[config.mk]
export PLATFORM = sky130hd
export DESIGN_NAME = exp_table
export DESIGN_NICKNAME = d
export VERILOG_FILES = /design/src/rtl/exp_table.sv
export SDC_FILE = /design/constraint.sdc
export NUM_CORES = 1
export LEC_CHECK = 0
export BUFFER_PORTS_ARGS = -buffer_cell sky130_fd_sc_hd__clkbuf_2
export CORE_MARGIN = 2
export CORE_UTILIZATION = 25
export CTS_CLUSTER_SIZE = 10
export DETAILED_ROUTE_END_ITERATION = 16
export PLACE_DENSITY = 0.53
export SYNTH_ARGS = -nofsm -noshare
export SYNTH_HDL_FRONTEND = slang
export SYNTH_SLANG_ARGS = --single-unit
[constraint.sdc]
create_clock -name clk -period 1.2 [get_ports clk]
set_input_delay 0.12 -clock clk [delete_from_list [all_inputs] [get_ports clk]]
set_output_delay 0.12 -clock clk [all_outputs]
set_load 0.1 [all_outputs]
[src/rtl/exp_table.sv]
// exp_table: DEPTH-entry {addr,data} register file, sync write, all entries readable at once
// ports: clk, reset (sync, clears table), we/idx/addr/data write port, addr_o/data_o all entries
module exp_table #(
  parameter int N = 32,
  parameter int DEPTH = 4,
  parameter int IW = 2
) (
  input  logic                      clk,
  input  logic                      reset,
  input  logic                      we,
  input  logic [IW-1:0]             idx,
  input  logic [N-1:0]              addr,
  input  logic [N-1:0]              data,
  output logic [DEPTH-1:0][N-1:0]   addr_o,
  output logic [DEPTH-1:0][N-1:0]   data_o
);
  logic [DEPTH-1:0][N-1:0] addr_q, addr_d, data_q, data_d;
  always_comb begin
    addr_d = addr_q;
    data_d = data_q;
    if (we) begin
      addr_d[idx] = addr;
      data_d[idx] = data;
    end
  end
  always_ff @(posedge clk) begin
    addr_q <= reset ? '0 : addr_d;
    data_q <= reset ? '0 : data_d;
  end
  assign addr_o = addr_q;
  assign data_o = data_q;
endmodule

==> reports/results.txt <==
final setup fails: 129
# nets final: 1,438
Clock Latency Late Sink: 550 ps
first-pass GRT wire length: 48,100 um
antenna viol nets, final: 0
filler cell count: 3,600
clk root buf: clkbuf_16
area grow syn2layout: 86.1%
WL per Instance: 16.6 um
worst path buffer plus inverter count: 1
Final Wtd Congestion: 0.743
maximum vdd drop: 1000 uV
Reg2Reg Setup Slack: 370 ps
die area: 0.0421 mm2
CTS tree: built
Critical Path Start Type: register
Remaining DRCs: 0
Worst Hold Class: in2reg
TritonRoute pass-1 iters: 4
failing checks: negative setup slack
crit path max-delay cell type: dfxtp_2
Worst Skew: 0 ps
number of global-route vias before repair: 8,282
Least-Margin Pin Slew: 330 ps
pin count of the biggest net entering global routing: 81
fin crit share: 1.02
layout cells sized above 1: 0.532
CP max FO: 2
CTS Buf Count: 30
RSZ-0062 raised after global routing: yes
Final Hold Viols: 0
Synth Area in Adders: 0
drt via density: 4.13
P per Cell Area: 1190 mW/mm2
most frequent cells in the layout: nand2b_1 (313), buf_12 (274), mux2i_1 (256), dfxtp_2 (241), buf_4 (90)
GR Util All Layers: 0.147
vias post-DR: 7,866
Stages on worst setup path: 1
Worst Hold Depth: 4
Pwr Total: 0.0224 W
Starting Density: 0.254
yosys warns: 0
Achievable Freq: 819 MHz
initial antenna violation count: 0
compound-gate portion of the synthesized area: 0
largest family of logic cells by synthesized area: multiplexers
Cell Rows: 73
fin crit period: 1220 ps
Yosys reg bits: 256
die height: 205 um
R2R depth: 4
Slew headroom: 0.780
CP Class: reg2out
CP Capture Type: primary output
worst path required time: 1080 ps
Synth Area in Simple Gates: 0.203
Final TNS setup: -693 ps
Worst path max stage delay: 360 ps
Mapped Cells: 902
pre-CTS WS: -15.4 ps
family with the most delay on the worst path: flip-flops
mux cell area share after synthesis: 0.253
Ant. Diodes: 0
num ports: 325
PortBufs: 324
final WL: 31,700 um
grt ovf: 0
sequential area share after synthesis: 0.507
DRT iter0 DRCs: 173
clock sink count: 256
synthesized area: 0.0101 mm2
Max clock buf depth: 3
worst-path cell chain: buf_12
setup ws final: -21.4 ps
core footprint: 0.0398 mm2
Mapped Nets: 971
H-tree levels: 1
CP arrival: 1100 ps
Final Max Slew Viols: 0
Max Cap Violations: 0
hpwl dp: 22,000 um
commonest non-fill, non-tap cell in the layout: nand2b_1
fin util: 0.473
status: finished, violations left
static leakage: 8.39 nW
clock-pin slew on the worst setup and hold paths: 60 ps
syn avg cell area: 11.2 um2
Netlist cell types: 14
die width: 205 um
xor and xnor area share after synthesis: 0
==> kinds of logic after synthesis <==
logic type,Yosys count
AND/OR/NAND/NOR,326
multiplexers,256
flip-flops,256
buffers and inverters,64
==> sequential cells by signal, indices dropped and copies added, names as in the netlist <==
register	flops
data_o	128
addr_o	128
==> worst register-to-register path, stage by stage (launching register included) <==
cell,delay (ps)
dfxtp_2,330
buf_4,130
buf_4,120
nand2b_1,60
mux2i_1,60
==> stage by stage <==
step                      instances  instance area, um2  hold WS, ps
after global routing           1904               18800          145
after global placement         1726               16700          457
after CTS                      1873               18500         11.6
after floorplan                 902               10400          333
final                          1904               18800          156
after detailed placement       1726               16700          462
==> area by class of cell <==
type / instances / area [um2] / area share
timing repair buffer: 499 / 7200 / 0.382
multi-input combinational: 582 / 4630 / 0.246
tap: 525 / 657 / 0.0349
sequential: 256 / 5480 / 0.291
clock buffer: 42 / 847 / 0.0450
==> where the power goes <==
group	internal, W	switching, W	leakage (nW)
sequential	0.00885	0.000320	2.20
clock	0.00479	0.00343	0.413
combinational	0.00201	0.00305	5.77
==> layer usage <==
layer / global-route usage / wire length, um / vias to the layer above
li1: - / - / 3881
met1: 0.179 / 13300 / 3722
met2: 0.242 / 15000 / 220
met3: 0.0522 / 2680 / 43
met4: 0.0424 / 694 / 0
met5: 0 / 0 / -
==> worst paths after layout <==
kind	start	endpoint
max reg2reg	addr_o[100]$_SDFFE_PP0P_	addr_o[100]$_SDFFE_PP0P_
min reg2reg	data_o[83]$_SDFFE_PP0P_	data_o[83]$_SDFFE_PP0P_
min	idx[1]	data_o[33]$_SDFFE_PP0P_
max	addr_o[76]$_SDFFE_PP0P_	addr_o[76]
==> synthesized netlist by cell type, drive strengths merged <==
library cell  count  area [um2]
clkbuf           36         135
buf              28         239
nand3             1        5.00
nand3b            2        15.0
and3              1        7.51
mux2i           256        2560
or3b              1        8.76
nand2b          320        2000
and3b             1        10.0
dfxtp           256        5120
==> what timing repair did <==
action	4_1_cts	5_1_grt
resized for setup	4	20
hold buffers	64	1
setup buffers	41	30
cloned	0	0
endpoints found under the setup margin	256	283
hold endpoints to repair	252	4
No activity file was read; power rests on OpenSTA's default activity.
